==> src/rtl/rv32v_fetch2_decode_queue.sv <==
// Buffered fetch2 -> decode hand-off: DEPTH-entry FIFO of {instr, pc, mal, fault}
// with valid/ready on both sides, synchronous flush and an optional fault fence.
module rv32v_fetch2_decode_queue #(
    parameter int INSTR_WIDTH = 32,
    parameter int PC_WIDTH    = 32,
    parameter int DEPTH       = 4,
    parameter int FAULT_FENCE = 1
) (
    input  logic                         CLK,
    input  logic                         RST,
    input  logic                         flush,
    input  logic                         enq_valid,
    output logic                         enq_ready,
    input  logic [INSTR_WIDTH-1:0]       enq_instr,
    input  logic [PC_WIDTH-1:0]          enq_pc,
    input  logic                         enq_mal_insn,
    input  logic                         enq_fault_insn,
    output logic                         deq_valid,
    input  logic                         deq_ready,
    output logic [INSTR_WIDTH-1:0]       deq_instr,
    output logic [PC_WIDTH-1:0]          deq_pc,
    output logic                         deq_mal_insn,
    output logic                         deq_fault_insn,
    output logic [$clog2(DEPTH+1)-1:0]   count,
    output logic                         fenced
);
    localparam int CW = $clog2(DEPTH + 1);
    localparam int AW = $clog2(DEPTH);
    localparam logic [CW-1:0] FULL = CW'(DEPTH);

    localparam logic [0:0] ST_RUN    = 1'b0;
    localparam logic [0:0] ST_FENCED = 1'b1;

    logic [INSTR_WIDTH-1:0] instr_mem [DEPTH];
    logic [PC_WIDTH-1:0]    pc_mem    [DEPTH];
    logic [DEPTH-1:0]       mal_mem;
    logic [DEPTH-1:0]       fault_mem;

    logic [AW-1:0] wr_ptr_q, wr_ptr_d;
    logic [AW-1:0] rd_ptr_q, rd_ptr_d;
    logic [CW-1:0] count_q, count_d;
    logic [0:0]    state_q, state_d;

    logic accept;
    logic pop;

    // A full queue refuses even when a pop is happening this cycle (no bypass).
    assign enq_ready = (count_q < FULL) && (state_q == ST_RUN) && !flush;
    assign deq_valid = (count_q != '0) && !flush;
    assign accept    = enq_valid && enq_ready;
    assign pop       = deq_valid && deq_ready;

    assign count  = count_q;
    assign fenced = (state_q == ST_FENCED);

    always_comb begin
        deq_instr      = '0;
        deq_pc         = '0;
        deq_mal_insn   = 1'b0;
        deq_fault_insn = 1'b0;
        if (deq_valid) begin
            deq_instr      = instr_mem[rd_ptr_q];
            deq_pc         = pc_mem[rd_ptr_q];
            deq_mal_insn   = mal_mem[rd_ptr_q];
            deq_fault_insn = fault_mem[rd_ptr_q];
        end
    end

    always_comb begin
        wr_ptr_d = wr_ptr_q;
        rd_ptr_d = rd_ptr_q;
        count_d  = count_q;
        state_d  = state_q;
        if (flush) begin
            wr_ptr_d = '0;
            rd_ptr_d = '0;
            count_d  = '0;
            state_d  = ST_RUN;
        end else begin
            if (accept) begin
                wr_ptr_d = wr_ptr_q + AW'(1);
            end
            if (pop) begin
                rd_ptr_d = rd_ptr_q + AW'(1);
            end
            if (accept && !pop) begin
                count_d = count_q + CW'(1);
            end else if (pop && !accept) begin
                count_d = count_q - CW'(1);
            end
            // Stop fetching behind a faulting instruction until the pipeline flushes.
            if (accept && (enq_mal_insn || enq_fault_insn) && (FAULT_FENCE != 0)) begin
                state_d = ST_FENCED;
            end
        end
    end

    always_ff @(posedge CLK or posedge RST) begin
        if (RST) begin
            wr_ptr_q <= '0;
            rd_ptr_q <= '0;
            count_q  <= '0;
            state_q  <= ST_RUN;
        end else begin
            wr_ptr_q <= wr_ptr_d;
            rd_ptr_q <= rd_ptr_d;
            count_q  <= count_d;
            state_q  <= state_d;
        end
    end

    always_ff @(posedge CLK) begin
        if (accept) begin
            instr_mem[wr_ptr_q] <= enq_instr;
            pc_mem[wr_ptr_q]    <= enq_pc;
            mal_mem[wr_ptr_q]   <= enq_mal_insn;
            fault_mem[wr_ptr_q] <= enq_fault_insn;
        end
    end

    a_no_underflow: assert property (@(posedge CLK) disable iff (RST) !(pop && (count_q == '0)));
    a_no_overflow:  assert property (@(posedge CLK) disable iff (RST) !(accept && (count_q == FULL)));

endmodule

==> config.mk <==
export PLATFORM = sky130hd
export DESIGN_NAME = rv32v_fetch2_decode_queue
export DESIGN_NICKNAME = d
export VERILOG_FILES = /design/src/rtl/rv32v_fetch2_decode_queue.sv
export SDC_FILE = /design/constraint.sdc
export NUM_CORES = 1
export LEC_CHECK = 0
export BUFFER_PORTS_ARGS = -buffer_cell sky130_fd_sc_hd__buf_2
export CAP_MARGIN = 30
export CORE_MARGIN = 5
export CORE_UTILIZATION = 57
export DETAILED_ROUTE_END_ITERATION = 12
export PLACE_DENSITY = 0.79
export SLEW_MARGIN = 20
export SYNTH_ARGS = -nofsm -noshare
export SYNTH_HDL_FRONTEND = slang
export SYNTH_SLANG_ARGS = --single-unit
==> constraint.sdc <==
create_clock -name CLK -period 4.1 [get_ports CLK]
set_input_delay 0.41 -clock CLK [delete_from_list [all_inputs] [get_ports CLK]]
set_output_delay 0.41 -clock CLK [all_outputs]
set_load 0.03 [all_outputs]
# Word level (Yosys, flattened, before mapping)
# Memory sizes are Yosys's and may differ from the RTL's.
# Index checks and enable logic that the tools add are counted.
# word_totals
word_cells,58
out_inout_bits,72
mem_count,2
regBits,16
ramBits,256
in_bits,71
# memory_table
memory,words,word_bits,read_ports,rd_ports_with_merged_regs,wr,line_no,source
instr_mem,4,32,1,0,1,34,logic [INSTR_WIDTH-1:0] instr_mem [DEPTH];
pc_mem,4,32,1,0,1,35,logic [PC_WIDTH-1:0] pc_mem [DEPTH];
# op_classes
n_reduce_logical,18
n_addsub,4
mux,23
magnitude_cmp,4
bitwise,1
# op_table
operator,n
two-way mux 32 bit,2
logical AND 1 bit,9
two-way mux 1 bit,9
two-way mux 3 bit,3
bitwise mux 4 bit,2
two-way mux 2 bit,4
less-than comparator 2 x 3 -> 1 bit (second input constant),2
nonzero test 2 bit,3
nonzero test 3 bit,2
adder 2 x 1 -> 2 bit (second input constant),2
binary-select mux 1 bit (select 2 bit),2
adder 3 x 1 -> 3 bit (second input constant),1
zero test 1 bit,3
less-than comparator 3 bit (second input constant),1
subtractor 3 x 1 -> 3 bit (second input constant),1
demux 1 bit (select 2 bit),1
>= comparator 2 x 1 -> 1 bit (second input constant),1
logical OR 1 bit,1
inverter 1 bit,1

# Longest topological paths before layout
# Gate-level depths: netlist of the first run.
# logic_depth
ltp_word,9
mapped_depth,8
ltp_nobuf,7

# Worst setup path after synthesis of the first run
# OpenSTA, ideal clock, no wires.
# synth_path
path_type,flip-flop to flip-flop
start,register count_q[2] (netlist: count[2])
end,register fault_mem[0] (enable)
arrival_time_ns,2.800
path_buffers,1
period_less_slack_ns,3.231
required_time_ns,3.669
setup_ns,0.431
path_stages_with_launch,4
slack_ns,0.869
cell_sequence,dfrtp_1 -> nor4b_4 -> buf_2 -> and2_1
# synth_between
elab_chain_len,4
# synth_lines
item,line_no,source
"start, declared",41,"logic [CW-1:0] count_q, count_d;"
"start signal, assigned",107,count_q <= count_d;
less-than comparator 3 bit,48,assign enq_ready = (count_q < FULL) && (state_q == ST_RUN) && !flush;
logical AND 1 bit (2 in series),48,
logical AND 1 bit,50,assign accept = enq_valid && enq_ready;
"end signal, assigned by index",117,fault_mem[wr_ptr_q] <= enq_fault_insn;
"end, declared",37,logic [DEPTH-1:0] fault_mem;
# Every way passes these cells.
# A chain may end at the register's enable or synchronous reset.

# Worst setup path in the final report of the first run
# layout_path
start,register rd_ptr_q[0]
end,output deq_instr[10]
# layout_between
elab_chain_len,2
# layout_lines
item,line_no,source
"start, declared",40,"logic [AW-1:0] rd_ptr_q, rd_ptr_d;"
"start signal, assigned",106,rd_ptr_q <= rd_ptr_d;
memory read (4 x 32 bit),--,
two-way mux 32 bit,61,if (deq_valid) begin
"end, declared",20,"output logic [INSTR_WIDTH-1:0] deq_instr,"
# Every way passes these cells.

==> impl_results.md, run 1 <==
* MaxCap Viol Count at 0
* Number of global-route vias before repair at 5,693
* Setup violators final at 0
* Synth async-reset ratio at 2.94%
* Dpl hpwl at 12.1 mm
* Clock power share at 32.1%
* Total track usage at 18.9%
* Total Wirelength at 19.9 mm
* Leakage at 0.00439 uW
* Critical Path Max Stage Delay at 900 ps
* Antenna Nets Post-Route at 0
* Deepest clock path buffer count at 3
* Synth Flop Type: edfxtp_1
* Min Hold Slack at 103 ps
* Slowest cell on crit path: dfrtp_4
* Hold path depth at 1
* Slew HR at 42.4%
* Detailed-router iteration count before antenna repair at 5
* Initial Util at 58.4%
* Setup tns final at 0 ps
* Cell area after synthesis at 0.0106 sq mm
* Library cells used by synthesis at 26
* Initial antenna violation count at 0
* Max-slew violations at 0
* Fillers at 1,086
* Post-synth top area share at 75.1%
* Row count at 49
* DR vias at 5,163
* Sequential Power Share at 42.9%
* Die area at 0.0213 sq mm
* Sw Ratio at 28.8%
* Via-per-instance ratio at 5.81
* Worst-skew pair later-pin latency at 520 ps
* WL/cell at 22.4 um
* Placeable Area at 0.0181 sq mm
* Most frequent cells after synthesis: edfxtp_1, and2_1, mux4_2, buf_2, dfrtp_1
* Minimum clock period after layout at 3140 ps
* Data arrival, critical path at 2730 ps
* CP Capture Type: output port
* Post-synth top area cell: edfxtp_1
* Layout cell share with drive strength beyond 1 at 41.5%
* YS warnings at 0
* Clk pin slew, worst setup/hold paths at 60 ps
* CTS Root Cell: clkbuf_16
* Global-route wire length before repair at 31.8 mm
* Final net count at 715
* Post-synthesis area per instance at 22.0 sq um
* Period utilisation layout at 76.6%
* Worst Path Required at 3690 ps
* Power Density at 640 mW/mm^2
* Gpl congestion at 0.742
* Post-Syn Nets at 555
* Placed inst area at 0.0116 sq mm
* FF-to-FF path depth at 6
* Final Util at 69.6%
* P&R area growth vs syn at 19.2%
* Cells after synthesis at 479
* Top-count cell post-synth: edfxtp_1
* HP Class: input port to flop
* Clock sink count at 272
* Pint at 5730 uW
* Number of synthesized flops with an enable pin at 264
* Worst IR Drop VDD at 0.000444 V
* Logic pwr share at 25.0%
* DR DRC count at 0
* Final hold vios at 0
* Sequential fraction of the synthesis area at 77.0%
* Largest net degree at the start of global routing at 68
* I/O Pins at 143
* First DRT Iteration DRCs at 380
* Cts bufs inserted at 28
* Total power at 8050 uW
* Status: complete, no violations
* Synthesized flop and latch total at 272
* Critical path class: flop to output port
* Total gr overflow at 0
* Worst Tran Pin Value at 860 ps
* ANT cells at 0
* PortBufs at 142
* Unrepaired setup endpoints after global routing: false
* Synth top area cells: edfxtp_1, mux4_2, and2_1
* CTS tree: built
* Critical-path cell list: buf_4, mux4_2, and2_1, buf_2
* NetSw at 2320 uW
* Die X-Extent at 146 um
* Post-Route Skew at 5.99 ps
* Critical Path Fanout Max at 37
* Final instance area at 0.0126 sq mm
* CTS H-tree lvls at 1
* Die height at 146 um
* Startpoint Class: flop
* FMAX at 318 MHz
-- layout by cell type, fill, tap and decap left out, types with 2 or more instances in the layout --
cell type  count
o211ai_1       4
nand2b_1       3
dfrtp_1        6
clkbuf_1       5
edfxtp_1     264
buf_12         2
ha_1           4
clkinv_1       2
o31ai_1        2
mux2_2         3
buf_2        142
mux4_2        66
buf_16         4
xor2_1         2
nand3b_1       2
and2_1        66
inv_1          7
and2_4         4
nor2_1         3
nand2_1        5
dfrtp_4        2
bufinv_16      4
clkinv_2       6
o21ai_0        3
clkbuf_16     29
clkbuf_8       3
nor3_1         2
or4_1          3
buf_4          5
-- power groups by stage --
stage / registers (uW) / logic, uW / clock network, uW
finish: 3450 / 2010 / 2590
global route: 3480 / 2160 / 2760
CTS: 3490 / 2010 / 2640
detailed placement: 3550 / 1990 / 0
global placement: 3530 / 1910 / 0
floorplan: 3410 / 1580 / 0
-- critical path, delay by kind of cell (launching register included) --
family | cells | cell delay (ps)
AND/OR/NAND/NOR | 1 | 170
buffers and inverters | 2 | 570
flip-flops | 1 | 900
multiplexers | 1 | 530
-- state kept, by name (all words and copies together) (netlist names) --
name and count:
fenced 1, wr_ptr_q 2, instr_mem 128, rd_ptr_q 2, mal_mem 4, fault_mem 4, pc_mem 128, count 3
-- worst paths after layout --
kind | start | to | slack (ps)
setup reg to reg | count[2]$_DFFE_PP0P_ | count[1]$_DFFE_PP0P_ | 1310
max in group asynchronous | RST | rd_ptr_q[1]$_DFFE_PP0P_ | 3430
hold reg to reg | wr_ptr_q[0]$_DFFE_PP0P_ | wr_ptr_q[0]$_DFFE_PP0P_ | 620
hold / removal | enq_pc[26] | pc_mem[1][26]$_DFFE_PP_ | 100
setup / recovery | rd_ptr_q[0]$_DFFE_PP0P_ | deq_instr[10] | 960
min in group asynchronous | RST | count[0]$_DFFE_PP0P_ | 390
-- area by class of cell --
cell class	count	area (sq um)	share of cell area [%]
clock buffer	37	786	6.25
tap	229	287	2.28
inverter	7	26.3	0.209
clock inverter	14	181	1.44
timing repair buffer	154	908	7.22
multi-input combinational	176	2260	17.9
sequential	272	8140	64.7
-- what timing repair did --
item / CTS / global route
resized for setup: 0 / 0
endpoints found under the setup margin: 0 / 0
buffers inserted: 0 / 0
endpoints found under the hold margin: 8 / 0
hold buffers: 1 / 0
-- logic make-up (layout without fill, tap and decap cells) --
family,count (synthesis),in the layout,share of synthesized area (%)
fa+ha+maj,5,5,0.664
buf+inv,31,212,1.80
flops,272,272,77.0
mux,69,69,14.4
compound gates,10,10,0.652
simple gates,90,90,5.32
xor+xnor,2,2,0.166
-- per-stage QoR --
stage | instances | worst slack (ps)
after floorplan | 479 | 869
after global placement | 831 | 1440
after detailed placement | 836 | 1280
after CTS | 888 | 877
after global routing | 889 | 740
final | 889 | 958
-- routing by layer --
| layer | global-route usage, % | routed length, um | vias to the layer above |
|---|---|---|---|
| met5 | 0 | 0 | - |
| met4 | 3.90 | 351 | 0 |
| met3 | 4.34 | 1540 | 28 |
| met2 | 31.5 | 9940 | 201 |
| met1 | 26.2 | 8090 | 2673 |
| li1 | - | - | 2261 |
Power figures use the tool's default switching activity.
==> inputs of run 2 (changes only) <==
- CORE_UTILIZATION: 57 -> 52
- PLACE_DENSITY: 0.79 -> 0.76
- clock period: 4.1 -> 2.65 ns (I/O delays scaled with it)
==> impl_results.md, run 2 (synthesis gave the netlist of run 1 again) <==
* Status: complete, no violations
* I/O Pins at 143
* CTS tree: built
* Post-CTS Setup Bufs at 0
* Clock sink count at 272
* Critical-path cell list: buf_12, mux4_2, and2_1, buf_2
* Final hold vios at 0
* Worst Path Required at 2380 ps
* Detailed-router iteration count before antenna repair at 4
* Max-slew violations at 0
* Final net count at 783
* Minimum clock period after layout at 2530 ps
* Die area at 0.0233 sq mm
* Dpl hpwl at 12.1 mm
* Worst IR Drop VDD at 0.000544 V
* Cts bufs inserted at 26
* Die height at 152 um
* Slew HR at 70.7%
* HP Class: input port to flop
* Antenna Nets Post-Route at 0
* Setup tns final at 0 ps
* CTS Root Cell: clkbuf_16
* Number of global-route vias before repair at 5,821
* Critical Path Max Stage Delay at 590 ps
* Layout cell share with drive strength beyond 1 at 37.7%
* Most frequent cells in the layout: edfxtp_1, buf_2, mux4_2, and2_1, dlygate4sd3_1
* Power Density at 914 mW/mm^2
* CTS H-tree lvls at 1
* P&R area growth vs syn at 25.4%
* Total gr overflow at 0
* MaxCap Viol Count at 0
* Post-Route Skew at 11.7 ps
* Leading cell type in the layout, fill and taps excluded: edfxtp_1
* First DRT Iteration DRCs at 284
* Buf/Inv on CP at 2
* Data arrival, critical path at 2260 ps
* DR DRC count at 0
* Critical Path Fanout Max at 21
* Slowest cell on crit path: dfrtp_4
* Worst Tran Pin Value at 434 ps
* Largest net degree at the start of global routing at 68
* Clk pin slew, worst setup/hold paths at 60 ps
* Row count at 52
* Placeable Area at 0.0201 sq mm
* DR vias at 5,373
* Reg-to-reg setup timing slack at 510 ps
* Total track usage at 18.1%
* Min Hold Slack at 27.2 ps
* WL/cell at 20.8 um
* Setup violators final at 0
* Unrepaired setup endpoints after global routing: false
* Initial Util at 52.5%
* Die X-Extent at 152 um
* Total power at 12,100 uW
* Fillers at 1,331
* Critical path class: flop to output port
* Period utilisation layout at 95.5%
* Top delay family on crit path: flip-flops
* Startpoint Class: flop
* Gpl congestion at 0.771
* FMAX at 395 MHz
* PortBufs at 142
* Global-route wire length before repair at 33.1 mm
* Initial antenna violation count at 0
* Total Wirelength at 20.7 mm
* CP Capture Type: output port
* Via-per-instance ratio at 5.40
* Biggest regs: instr_mem x128, pc_mem x128
* ANT cells at 0
* Worst-skew pair later-pin latency at 520 ps
* Deepest clock path buffer count at 3
* Leakage at 0.00464 uW
run 2: area by class of cell:
type | instances | area, sq um | area share [%]
tap | 270 | 338 | 2.55
sequential | 272 | 8140 | 61.5
clock inverter | 8 | 35.0 | 0.265
timing repair buffer | 224 | 1660 | 12.5
multi-input combinational | 176 | 2260 | 17.0
inverter | 7 | 26.3 | 0.199
clock buffer | 38 | 788 | 5.96
run 2: worst reg2reg max path, cell delays in order (launching register included):
cell	delay, ps
dfrtp_1	470
o31ai_1	370
nand2_1	120
inv_1	80
fa_1	420
or4_1	510
o211ai_1	90
run 2: per-stage QoR:
stage / worst slack [ps] / cells / cell area, sq um / util [%]
4_1_cts: 37.1 / 995 / 13200 / 65.8
3_5_place_dp: 543 / 884 / 11800 / 58.5
6_report: 120 / 995 / 13200 / 65.8
2_1_floorplan: 140 / 479 / 10600 / -
5_1_grt: 1.17 / 995 / 13200 / 65.8
3_3_place_gp: 617 / 884 / 11800 / 58.5
run 2: worst paths after layout:
path,start,to,cells after the start
min in group asynchronous,RST,fenced$_DFFE_PP0P_,3
worst min register to register,wr_ptr_q[0]$_DFFE_PP0P_,wr_ptr_q[0]$_DFFE_PP0P_,1
worst max-delay path,rd_ptr_q[0]$_DFFE_PP0P_,deq_pc[1],4
worst max register to register,count[0]$_DFFE_PP0P_,count[1]$_DFFE_PP0P_,6
worst min-delay path,enq_fault_insn,fault_mem[2]$_DFFE_PP_,1
max in group asynchronous,RST,rd_ptr_q[1]$_DFFE_PP0P_,3
run 2: layer usage:
metal	global-route usage, %	wire length [um]	up-vias	part of all wire [%]
met5	0	0	-	0
met4	3.82	313	0	1.5
met3	4.03	1290	28	6.2
met2	31.3	10700	174	51
met1	24.1	8430	2778	41
li1	-	-	2393	-
run 2: timing repair:
item / in CTS / in global routing
hold endpoints to repair: 264 / 0
endpoints found under the setup margin: 0 / 2
resized for setup: 0 / 1
hold buffers: 65 / 0
run 2: power breakdown:
group | switching (uW) | internal [uW]
Sequential | 169 | 5050
Combinational | 1910 | 1490
Clock | 1440 | 2050
